==> config.mk <==
export PLATFORM = sky130hd
export DESIGN_NAME = mxpl_ctrl_flat
export DESIGN_NICKNAME = d
export VERILOG_FILES = /design/src/rtl/mxpl_pkg.sv /design/src/rtl/mxpl_if.sv /design/src/rtl/mxpl_acc.sv /design/src/rtl/mxpl_ctrl.sv /design/src/flat_wrapper.sv
export SDC_FILE = /design/constraint.sdc
export NUM_CORES = 1
export LEC_CHECK = 0
export ABC_AREA = 1
export BUFFER_PORTS_ARGS = -buffer_cell sky130_fd_sc_hd__buf_4
export CAP_MARGIN = 25
export CORE_MARGIN = 5
export CORE_UTILIZATION = 55
export DETAILED_ROUTE_END_ITERATION = 7
export GPL_TIMING_DRIVEN = 0
export PLACE_DENSITY_LB_ADDON = 0.08
export SLEW_MARGIN = 20
export SYNTH_ARGS = -nofsm -noshare
export SYNTH_HDL_FRONTEND = slang
export SYNTH_SLANG_ARGS = --single-unit
==> constraint.sdc <==
create_clock -name clk -period 2.44 [get_ports clk]
set_input_delay 0.122 -clock clk [delete_from_list [all_inputs] [get_ports clk]]
set_output_delay 0.122 -clock clk [all_outputs]
set_load 0.05 [all_outputs]
==> src/rtl/mxpl_pkg.sv <==
// Shared constants and state encoding for the 2x2 max-pooling sequencer.
package mxpl_pkg;

  localparam int DATAW_DEF = 20;
  localparam int ADDRW_DEF = 12;
  localparam int IMG_W_DEF = 64;
  localparam int POOL_W    = IMG_W_DEF / 2;
  localparam int CW        = $clog2(POOL_W);

  typedef logic [2:0] state_t;

  localparam state_t ST_IDLE = 3'd0;
  localparam state_t ST_RD   = 3'd1;
  localparam state_t ST_LAST = 3'd2;
  localparam state_t ST_WR   = 3'd3;
  localparam state_t ST_DONE = 3'd4;

endpackage

==> src/rtl/mxpl_if.sv <==
// Control and memory-bus bundle between the pooling sequencer and its environment.
interface mxpl_if import mxpl_pkg::*; #(
  parameter int DATAW = DATAW_DEF,
  parameter int ADDRW = ADDRW_DEF
) ();

  logic                    start;
  logic                    busy;
  logic                    done;
  logic                    rd_en;
  logic        [ADDRW-1:0] rd_addr;
  logic signed [DATAW-1:0] rd_data;
  logic                    wr_en;
  logic        [ADDRW-1:0] wr_addr;
  logic signed [DATAW-1:0] wr_data;

  modport master (
    input  start, rd_data,
    output busy, done, rd_en, rd_addr, wr_en, wr_addr, wr_data
  );

  modport slave (
    output start, rd_data,
    input  busy, done, rd_en, rd_addr, wr_en, wr_addr, wr_data
  );

endinterface

==> src/rtl/mxpl_acc.sv <==
// Signed running-maximum register: load takes din, en keeps the larger of din/acc.
module mxpl_acc import mxpl_pkg::*; #(
  parameter int DATAW = DATAW_DEF
) (
  input  logic                    clk,
  input  logic                    reset,
  input  logic                    load,
  input  logic                    en,
  input  logic signed [DATAW-1:0] din,
  output logic signed [DATAW-1:0] acc
);

  // Running maximum; a tie leaves the stored value untouched.
  always_ff @(posedge clk) begin
    if (!reset) begin
      acc <= {DATAW{1'b0}};
    end else if (load) begin
      acc <= din;
    end else if (en && (din > acc)) begin
      acc <= din;
    end else begin
      acc <= acc;
    end
  end

endmodule

==> src/rtl/mxpl_ctrl.sv <==
// 2x2 stride-2 max-pooling sequencer: four reads per window, one pooled write.
// Build option MXPL_RELU_EN clamps negative pooled results to zero.
module mxpl_ctrl import mxpl_pkg::*; #(
  parameter int DATAW = DATAW_DEF,
  parameter int ADDRW = ADDRW_DEF,
  parameter int IMG_W = IMG_W_DEF
) (
  input  logic   clk,
  input  logic   reset,
  mxpl_if.master bus
);

  localparam int PW  = IMG_W / 2;
  localparam int CWL = $clog2(PW);
  localparam logic [CWL-1:0] PMAX = CWL'(PW - 1);

  state_t                  state_r, state_s;
  logic        [1:0]       k_r, k_s;
  logic        [CWL-1:0]   prow_r, prow_s, pcol_r, pcol_s;
  logic                    busy_r, busy_s, done_r, done_s;
  logic                    rd_en_r, rd_en_s, wr_en_r, wr_en_s;
  logic        [ADDRW-1:0] rd_addr_r, rd_addr_s, wr_addr_r, wr_addr_s;
  logic signed [DATAW-1:0] wr_hold_r, wr_val_s, acc_s;
  logic                    acc_load_s, acc_en_s;

  // Sample for read k arrives while the sequencer already sits at k+1 (or LAST).
  assign acc_load_s = (state_r == ST_RD) && (k_r == 2'd1);
  assign acc_en_s   = ((state_r == ST_RD) && (k_r != 2'd0)) || (state_r == ST_LAST);

  mxpl_acc #(.DATAW(DATAW)) u_acc (
    .clk   (clk),
    .reset (reset),
    .load  (acc_load_s),
    .en    (acc_en_s),
    .din   (bus.rd_data),
    .acc   (acc_s)
  );

`ifdef MXPL_RELU_EN
  assign wr_val_s = acc_s[DATAW-1] ? {DATAW{1'b0}} : acc_s;
`else
  assign wr_val_s = acc_s;
`endif

  // Next-state, counter and output decode.
  always_comb begin
    state_s   = state_r;
    k_s       = k_r;
    prow_s    = prow_r;
    pcol_s    = pcol_r;
    wr_addr_s = wr_addr_r;
    case (state_r)
      ST_IDLE: begin
        if (bus.start) begin
          state_s = ST_RD;
          k_s     = 2'd0;
        end else begin
          state_s = ST_IDLE;
        end
      end
      ST_RD: begin
        if (k_r == 2'd3) begin
          state_s = ST_LAST;
        end else begin
          k_s = k_r + 2'd1;
        end
      end
      ST_LAST: begin
        state_s   = ST_WR;
        wr_addr_s = ADDRW'({prow_r, pcol_r});
      end
      ST_WR: begin
        k_s    = 2'd0;
        pcol_s = pcol_r + CWL'(1);
        if (pcol_r == PMAX) begin
          prow_s = prow_r + CWL'(1);
        end else begin
          prow_s = prow_r;
        end
        if ((prow_r == PMAX) && (pcol_r == PMAX)) begin
          state_s = ST_DONE;
        end else begin
          state_s = ST_RD;
        end
      end
      ST_DONE: state_s = ST_IDLE;
      default: state_s = ST_IDLE;
    endcase

    rd_en_s = (state_s == ST_RD);
    wr_en_s = (state_s == ST_WR);
    done_s  = (state_s == ST_DONE);
    busy_s  = (state_s == ST_RD) || (state_s == ST_LAST) || (state_s == ST_WR);
    if (rd_en_s) begin
      rd_addr_s = ADDRW'({prow_s, k_s[1], pcol_s, k_s[0]});
    end else begin
      rd_addr_s = rd_addr_r;
    end
  end

  // State and registered outputs.
  always_ff @(posedge clk) begin
    if (!reset) begin
      state_r   <= ST_IDLE;
      k_r       <= 2'd0;
      prow_r    <= {CWL{1'b0}};
      pcol_r    <= {CWL{1'b0}};
      busy_r    <= 1'b0;
      done_r    <= 1'b0;
      rd_en_r   <= 1'b0;
      wr_en_r   <= 1'b0;
      rd_addr_r <= {ADDRW{1'b0}};
      wr_addr_r <= {ADDRW{1'b0}};
      wr_hold_r <= {DATAW{1'b0}};
    end else begin
      state_r   <= state_s;
      k_r       <= k_s;
      prow_r    <= prow_s;
      pcol_r    <= pcol_s;
      busy_r    <= busy_s;
      done_r    <= done_s;
      rd_en_r   <= rd_en_s;
      wr_en_r   <= wr_en_s;
      rd_addr_r <= rd_addr_s;
      wr_addr_r <= wr_addr_s;
      wr_hold_r <= wr_en_r ? wr_val_s : wr_hold_r;
    end
  end

  assign bus.busy    = busy_r;
  assign bus.done    = done_r;
  assign bus.rd_en   = rd_en_r;
  assign bus.rd_addr = rd_addr_r;
  assign bus.wr_en   = wr_en_r;
  assign bus.wr_addr = wr_addr_r;
  assign bus.wr_data = wr_en_r ? wr_val_s : wr_hold_r;

endmodule
==> src/flat_wrapper.sv <==
// flat-port wrapper written by rule: the top's interface ports become plain ports
module mxpl_ctrl_flat import mxpl_pkg::*;
#(
  parameter int DATAW = DATAW_DEF,
  parameter int ADDRW = ADDRW_DEF,
  parameter int IMG_W = IMG_W_DEF
)
  (clk, reset, bus_start, bus_rd_data, bus_busy, bus_done, bus_rd_en, bus_rd_addr, bus_wr_en, bus_wr_addr, bus_wr_data);
  mxpl_if #(.DATAW(DATAW), .ADDRW(ADDRW)) bus_i ();
  input  logic clk;
  input  logic reset;
  input wire logic [$bits(bus_i.start)-1:0] bus_start;
  input wire logic [$bits(bus_i.rd_data)-1:0] bus_rd_data;
  output wire logic [$bits(bus_i.busy)-1:0] bus_busy;
  output wire logic [$bits(bus_i.done)-1:0] bus_done;
  output wire logic [$bits(bus_i.rd_en)-1:0] bus_rd_en;
  output wire logic [$bits(bus_i.rd_addr)-1:0] bus_rd_addr;
  output wire logic [$bits(bus_i.wr_en)-1:0] bus_wr_en;
  output wire logic [$bits(bus_i.wr_addr)-1:0] bus_wr_addr;
  output wire logic [$bits(bus_i.wr_data)-1:0] bus_wr_data;
  assign bus_i.start = bus_start;
  assign bus_i.rd_data = bus_rd_data;
  assign bus_busy = bus_i.busy;
  assign bus_done = bus_i.done;
  assign bus_rd_en = bus_i.rd_en;
  assign bus_rd_addr = bus_i.rd_addr;
  assign bus_wr_en = bus_i.wr_en;
  assign bus_wr_addr = bus_i.wr_addr;
  assign bus_wr_data = bus_i.wr_data;
  mxpl_ctrl #(.DATAW(DATAW), .ADDRW(ADDRW), .IMG_W(IMG_W)) u_core (.clk(clk), .reset(reset), .bus(bus_i));
endmodule
* Word-level counts from Yosys, hierarchy flattened *
Index checks and enable logic that the tools add are counted.

storage, ports and cells
  output and inout port bits = 48
  bits in registers = 81
  input port bits = 23

operators by class
  add/subtract/negate cells = 3
  $lt $le $gt $ge = 1
  equal/unequal tests = 11
  reductions and logical operators = 10
  mux-type cells = 13

operators by type and width
  operator                                             number
  two-way mux 20 bit                                   3
  > comparator 20 bit                                  1
  two-way mux 5 bit                                    3
  equality test 3 x 2 -> 1 bit, second input constant  4
  one-hot mux 3 bit (4 select lines)                   1
  adder 5 x 1 -> 5 bit, second input constant          2
  equality test 5 bit, second input constant           2
  equality test 3 x 1 -> 1 bit, second input constant  2
  two-way mux 3 bit                                    2
  one-hot mux 2 bit (3 select lines)                   1
  logical AND 1 bit                                    4
  two-way mux 2 bit                                    2
  nonzero test 2 bit                                   2
  equality test 3 bit, second input constant           1
  zero test 3 bit                                      1
  logical OR 1 bit                                     3
  adder 2 x 1 -> 2 bit, second input constant          1
  equality test 2 x 1 -> 1 bit, second input constant  1
  equality test 2 bit, second input constant           1
  two-way mux 1 bit                                    1

* Logic depth before layout (Yosys ltp) *
Gate-level depths: netlist (run 1).

  depth in word-level cells = 7
  mapped depth = 16
  gate-level depth less buffers = 15

* Modules after synthesis *
A second synthesis (run 1) with hierarchy kept.

unflattened totals
  cells, all modules = 565
  area, all modules = 3986.3 um^2

modules (own cells, without submodules)
  module     cells each  instances  area an instance (um^2)
  mxpl_ctrl  351         1          2517.4
  mxpl_acc   214         1          1468.9

* Worst setup path before layout (run 1) *
OpenSTA, ideal clock, no wires.

  path kind = register to register
  start = register u_core.u_acc.acc[19]
  end = register u_core.u_acc.acc[16]
  arrival time = 1.655 ns
  required time = 2.325 ns
  cell stages (with the launch flop) = 15
  path slack = 0.670 ns
  path buffers = 1
  library setup time = 0.115 ns
  cells stage by stage = dfxtp_1 > inv_1 > ha_1 > nand2_1 > nor2_1 > nand2_1 > nor2_1 > nand2_1 > nand3_1 > nand2_1 > nand3_2 > buf_2 > nand3_1 > nand2_1 > nor2_1

on the way
  word-level cells in the longest chain between the ends = 3

RTL lines
  item                          RTL line        text
  start: declaration            mxpl_acc.sv:10  output logic signed [DATAW-1:0] acc
  start signal: assignment      mxpl_acc.sv:16  acc <= {DATAW{1'b0}};
  start signal: assignment      mxpl_acc.sv:18  acc <= din;
  start signal: assignment      mxpl_acc.sv:20  acc <= din;
  > comparator 20 bit           mxpl_acc.sv:19  end else if (en && (din > acc)) begin
  logical AND 1 bit             mxpl_acc.sv:19
  nonzero test 2 bit (no line)  n/a

No other way between the ends.
A chain may end at the register's enable or synchronous reset.

* Worst setup path in the final report (run 1) *
  start = register u_core.u_acc.acc[19]
  end = register u_core.u_acc.acc[2]

Same word-level chain as after synthesis.

==> results_dict.tcl, run 1 <==
set metrics [dict create \
    final.setup.tns_ns 0 \
    fp.dieW_um 92.0 \
    io_pins 71 \
    ys_seq_area_frac 0.438 \
    period_share 0.844 \
    final_cell_mix "120 x nand2_1, 81 x dfxtp_1, 70 x buf_4, 66 x nor2_1, 56 x a21oi_1" \
    ys_ff_latch 81 \
    syn_inst 503 \
    worstSetupPathType "reg2reg" \
    synth-async-reset-ratio 0 \
    grt_usage 0.217 \
    drive_gt1_frac 0.170 \
    critPathLaunchType "flop" \
    cts_tree "done" \
    start_util 0.573 \
    wl_um 8880 \
    synth_top_flop_cell "dfxtp_1" \
    dr_total_vias 3424 \
    leakage_nw 2.28 \
    antenna_found_initial 0 \
    portBuffers 68 \
    place_hpwl_um 6660 \
    htree_num_levels 3 \
    max_freq_ghz 0.486 \
    rows 29 \
    status "finished, final reports clean" \
    path_max_fanout 10 \
    crit_top_cell "nand2_1" \
    hold_path.class "in2reg" \
    area_growth_pct 21.8 \
    postSynthAreaPerCell_um2 7.36 \
    dr.pass1.iters 4 \
    cts_resized 0 \
    synth_edf_count 0 \
    post-route-min-period_ns 2.06 \
    nNetsFinal 630 \
    p_per_area_mw_per_mm2 620 \
    drtIter0Drc 159 \
    worst_slew_pin_slew_ns 0.563 \
    detail-route-antenna-nets 0 \
    cp_cell_sequence "inv_1, ha_1, nand2_1, nor2_1, nand2_1, nor2_1, nand2_1, nand3_1, nand2_1, nand3_2, buf_2, nand3_1, nand2_1, nor2_1" \
    setup_viol_count_final 0 \
    die_area_mm2 0.00847 \
    grt_remaining_overflow 0 \
    slowest_delay_ns 0.34 \
    cp_num_buf_inv 2 \
    endpoint_kind "flop" \
    cts.sinks 81 \
    wl_met1_um 4210 \
    final_common_cell "nand2_1" \
    clk_path_buf_depth 2 \
    fp.dieH_um 92.0 \
    coreArea_mm2 0.00646 \
    post-cts-setup-buffers 0 \
    cpLargestDelayFamily "simple AND/OR/NAND/NOR gates" \
    wl_met3_um 437 \
    hold_viol 0 \
    ir_drop_mv 0.406 \
    hold_buffers 0 \
    viasPerCell 5.15 \
    wire_per_inst_um 13.4 \
    clkTransAtPathRegs_ns 0.08 \
    max_slew_margin 0.624 \
    insertion_delay_ns 0.35 \
    route.met2.wl_um 4070 \
    skew_ns 0.00853 \
    grt_max_degree 14 \
    cp_slowest_cell "ha_1" \
    hold_slack_ns 0.0107 \
    cp_data_required_time_ns 2.68 \
    rsz0062_at_grt "no" \
    place.gp.congestion 0.827 \
    post-route-drc-count 0 \
    yosysWarnings 0 \
    ys_types 34 \
    cp.arrival_ns 2.30 \
    first_global_vias 3259 \
    grt_pass1_wl_um 14900 \
    maxCapViolations 0 \
    cts_buffers 9 \
    synth_area_mm2 0.00370 \
    finalMaxSlewViolations 0 \
    cts_root_buf "clkbuf_8" \
    antenna_cells 0 \
    maxUsedRoutingLayer "met4" \
]
[power by group]
group	internal, W	switching (W)
Clock	0.000504	0.000481
Sequential	0.00137	0.0000261
Combinational	0.000148	0.000267
[registers in the layout, indices dropped and copies added (netlist names)]
signal	cells
u_core.pcol_r	5
u_core.state_r	3
u_core.u_acc.acc	20
u_core.prow_r	5
u_core.bus.rd_en	1
u_core.wr_hold_r	20
u_core.k_r	2
u_core.bus.wr_addr	10
u_core.bus.wr_en	1
u_core.bus.busy	1
u_core.bus.done	1
u_core.bus.rd_addr	12
[area by class of cell]
| type | instances | area (um^2) |
|---|---|---|
| fill | 564 | 1950 |
| multi-input combinational | 345 | 1770 |
| sequential | 81 | 1620 |
| timing repair buffer | 68 | 510 |
| inverter | 52 | 195 |
| clock buffer | 12 | 145 |
| buffer | 26 | 119 |
| tap | 77 | 96.3 |
| clock inverter | 4 | 52.6 |
[synthesized netlist by cell type, types with 2 or more instances]
cell type,n,area (um^2)
buf_1,2,7.51
nor3_1,2,10.0
buf_4,2,15.0
a211oi_1,2,15.0
xnor2_1,4,35.0
xor2_1,2,17.5
nand4_1,3,18.8
nand3_2,2,20.0
a21oi_1,56,280
o21ai_0,23,115
a211oi_2,2,25.0
nor2_1,66,248
dfxtp_1,81,1620
nand2_1,120,450
inv_1,48,180
buf_2,5,25.0
nand3_1,23,115
ha_1,24,300
clkbuf_1,16,60.1
mux2i_1,4,40.0
inv_2,3,11.3
[worst min-delay path: cells and delay by family]
kind                   cells  cell delay [ns]
AND/OR/NAND/NOR            1             0.08
buffers and inverters      1             0.09
AO/OA/AOI/OAI              1             0.04
[per-layer routing]
| metal | vias to the layer above | track usage |
|---|---|---|
| met5 | - | 0 |
| met3 | 15 | 0.0483 |
| met2 | 93 | 0.351 |
| li1 | 1767 | - |
| met4 | 0 | 0.0743 |
| met1 | 1549 | 0.288 |
[metrics by stage]
step	setup slack, ns	utilization	std cells	cell area, um^2	power, W
finish	0.382	0.698	665	4510	0.00279
global route	0.173	0.698	665	4510	0.00293
CTS	0.399	0.698	665	4510	0.00281
detailed placement	0.401	0.668	649	4310	0.00184
global placement	0.470	0.668	649	4310	0.00183
floorplan	0.670	-	504	3700	0.00171
[final timing paths]
| check | slack [ns] | end | depth (start not counted) | start |
|---|---|---|---|---|
| worst max-delay path | 0.38 | u_core.u_acc.acc[2]$_SDFFE_PN0P_ | 14 | u_core.u_acc.acc[19]$_SDFFE_PN0P_ |
| worst min-delay path | 0.01 | u_core.u_acc.acc[8]$_SDFFE_PN0P_ | 3 | bus_rd_data[8] |
| worst max register to register | 0.38 | u_core.u_acc.acc[2]$_SDFFE_PN0P_ | 14 | u_core.u_acc.acc[19]$_SDFFE_PN0P_ |
| worst min register to register | 0.47 | u_core.wr_hold_r[8]$_SDFF_PN0_ | 2 | u_core.wr_hold_r[8]$_SDFF_PN0_ |
[kinds of logic (layout without fill, tap and decap cells)]
| group | after synthesis | after routing | synth area share |
|---|---|---|---|
| compound gates | 89 | 89 | 0.129 |
| xor+xnor | 6 | 6 | 0.0142 |
| other cells | 1 | 2 | 0.00101 |
| flops | 81 | 81 | 0.438 |
| buf+inv | 78 | 162 | 0.0849 |
| mux | 4 | 4 | 0.0108 |
| simple gates | 220 | 220 | 0.241 |
| fa+ha+maj | 24 | 24 | 0.0811 |
Note: power is estimated with default switching activity, not from simulation.
==> run 2: changes to the inputs <==
==> constraint.sdc (replaced) <==
create_clock -name clk -period 2.1 [get_ports clk]
set_input_delay 0.105 -clock clk [delete_from_list [all_inputs] [get_ports clk]]
set_output_delay 0.105 -clock clk [all_outputs]
set_load 0.05 [all_outputs]
==> results_dict.tcl, run 2 (synthesis results as in run 1) <==
set metrics [dict create \
    max_freq_ghz 0.501 \
    ir_drop_mv 0.475 \
    grt_usage 0.220 \
    grt_use_met1 0.290 \
    insertion_delay_ns 0.35 \
    worst_slew_pin_slew_ns 0.584 \
    status "finished, final reports clean" \
    drtIter0Drc 136 \
    period_share 0.951 \
    post-route-min-period_ns 2.00 \
    die_area_mm2 0.00847 \
    cp_cell_sequence "dlygate4sd3_1, buf_4, ha_1, nand2_1, nand2_1, nand2_1, nand2_1, a21oi_2, nand3_2, nand2_2, nand3_4, buf_6, a21oi_1, nor2_2" \
    max_slew_margin 0.610 \
    antenna_found_initial 0 \
    wl_um 9340 \
    cp.arrival_ns 2.24 \
    fp.dieH_um 92.0 \
    cts_buffers 9 \
    dpl.cell_count 649 \
    wire_per_inst_um 13.8 \
    instances_no_fill 678 \
    grt_remaining_overflow 0 \
    min_from "bus_rd_data[16]" \
    holdPathStages 3 \
    dr_total_vias 3522 \
    skew_ns 0.00852 \
    viasPerCell 5.19 \
    post-route-drc-count 0 \
    path_max_fanout 10 \
    grt_max_degree 14 \
    critPathLaunchType "input pin" \
    cp_slowest_cell "dlygate4sd3_1" \
    globalRouteMet2Util 0.355 \
    coreArea_mm2 0.00646 \
    fp.dieW_um 92.0 \
    total_power_w 0.00331 \
    drive_gt1_frac 0.201 \
    reg2reg_depth 10 \
    holdPathEnd "u_core.u_acc.acc[16]$_SDFFE_PN0P_" \
    cts_root_buf "clkbuf_8" \
    clk_path_buf_depth 2 \
    first_global_vias 3284 \
    rows 29 \
    cp_num_buf_inv 3 \
    hold_viol 0 \
    area_growth_pct 28.4 \
    place.gp.congestion 0.827 \
    setup_viol_count_final 0 \
    portBuffers 68 \
    dr.pass1.iters 4 \
    busiest_layer "met2" \
    cts.sinks 81 \
    slowest_delay_ns 0.54 \
    clkTransAtPathRegs_ns 0.08 \
    antenna_cells 0 \
    final_cell_mix "116 x nand2_1, 76 x dfxtp_1, 71 x buf_4, 60 x nor2_1, 55 x a21oi_1" \
    grt_pass1_wl_um 15100 \
    r2r-start "u_core.prow_r[0]$_SDFF_PN0_" \
    worstReg2RegEnd "u_core.bus.rd_addr[8]$_SDFFE_PN0P_" \
    cp_data_required_time_ns 2.34 \
    fill_cells 528 \
    p_per_area_mw_per_mm2 696 \
    finalMaxSlewViolations 0 \
    detail-route-antenna-nets 0 \
    maxCapViolations 0 \
    cp.depth 14 \
    cts_tree "done" \
    place_hpwl_um 6660 \
    cpLargestDelayFamily "buffers and inverters" \
    crit_top_cell "nand2_1" \
    final_common_cell "nand2_1" \
    endpoint_kind "flop" \
    r2r_slack_ns 0.12 \
    nNetsFinal 643 \
    worstSetupPathType "in2reg" \
    io_pins 71 \
    hold_path.class "in2reg" \
    htree_num_levels 3 \
    leakage_nw 2.36 \
    grtUsageMet3 0.0483 \
    start_util 0.573 \
]
-- run 2: cell count changes in the layout (fill, tap and decap cells not counted), sizes merged --
cell	previous run	this run
buf	78	79
dlygate4sd3	0	12
-- run 2: power breakdown --
group / total [W] / switching, W / internal, W
combinational: 0.000538 / 0.000335 / 0.000203
sequential: 0.00162 / 0.0000303 / 0.00159
clock: 0.00115 / 0.000563 / 0.000586
total: 0.00331 / 0.000928 / 0.00238
-- run 2: timing repair --
action | in CTS | in global routing
hold endpoints to repair | 11 | 1
setup buffers | 0 | 0
setup endpoints to repair | 0 | 30
resized for setup | 0 | 35
hold buffers | 11 | 1
-- run 2: how the worst max path moves through the flow --
stage / start / to / slack [ns]
finish: bus_rd_data[13] / u_core.u_acc.acc[6]$_SDFFE_PN0P_ / 0.10
global route: u_core.u_acc.acc[17]$_SDFFE_PN0P_ / u_core.u_acc.acc[6]$_SDFFE_PN0P_ / -0.05
CTS: u_core.u_acc.acc[19]$_SDFFE_PN0P_ / u_core.u_acc.acc[2]$_SDFFE_PN0P_ / 0.06
detailed placement: u_core.u_acc.acc[19]$_SDFFE_PN0P_ / u_core.u_acc.acc[0]$_SDFFE_PN0P_ / 0.06
global placement: u_core.u_acc.acc[19]$_SDFFE_PN0P_ / u_core.u_acc.acc[1]$_SDFFE_PN0P_ / 0.13
floorplan: u_core.u_acc.acc[19]$_SDFFE_PN0P_ / u_core.u_acc.acc[16]$_SDFFE_PN0P_ / 0.33
-- run 2: tightest hold or removal path: cells and delay by family --
family / cells / cell delay, ns
AND/OR/NAND/NOR: 1 / 0.08
AO/OA/AOI/OAI: 1 / 0.04
buffers and inverters: 1 / 0.09
-- run 2: final cells by class --
class,count,area [um^2],area share
Multi-Input combinational cell,345,1850,0.389
Buffer,26,148,0.0311
Sequential cell,81,1630,0.343
Clock inverter,4,52.6,0.0111
Clock buffer,12,145,0.0306
Inverter,52,195,0.0411
Tap cell,77,96.3,0.0203
Timing Repair Buffer,81,638,0.134
-- run 2: through the flow --
step	utilization	hold WS, ns	area, um^2	setup TNS, ns	setup WS (ns)
floorplan	-	0.237	3700	0	0.330
global placement	0.668	0.339	4310	0	0.130
detailed placement	0.668	0.343	4310	0	0.0607
CTS	0.715	0.00388	4620	0	0.0590
global route	0.736	0.0222	4750	-0.0976	-0.0461
finish	0.736	0.00841	4750	0	0.104
-- run 2: routing by layer --
layer,part of all wire,vias to the layer above
li1,-,1795
met1,0.46,1598
met2,0.46,114
met3,0.058,15
met4,0.015,0
met5,0,-
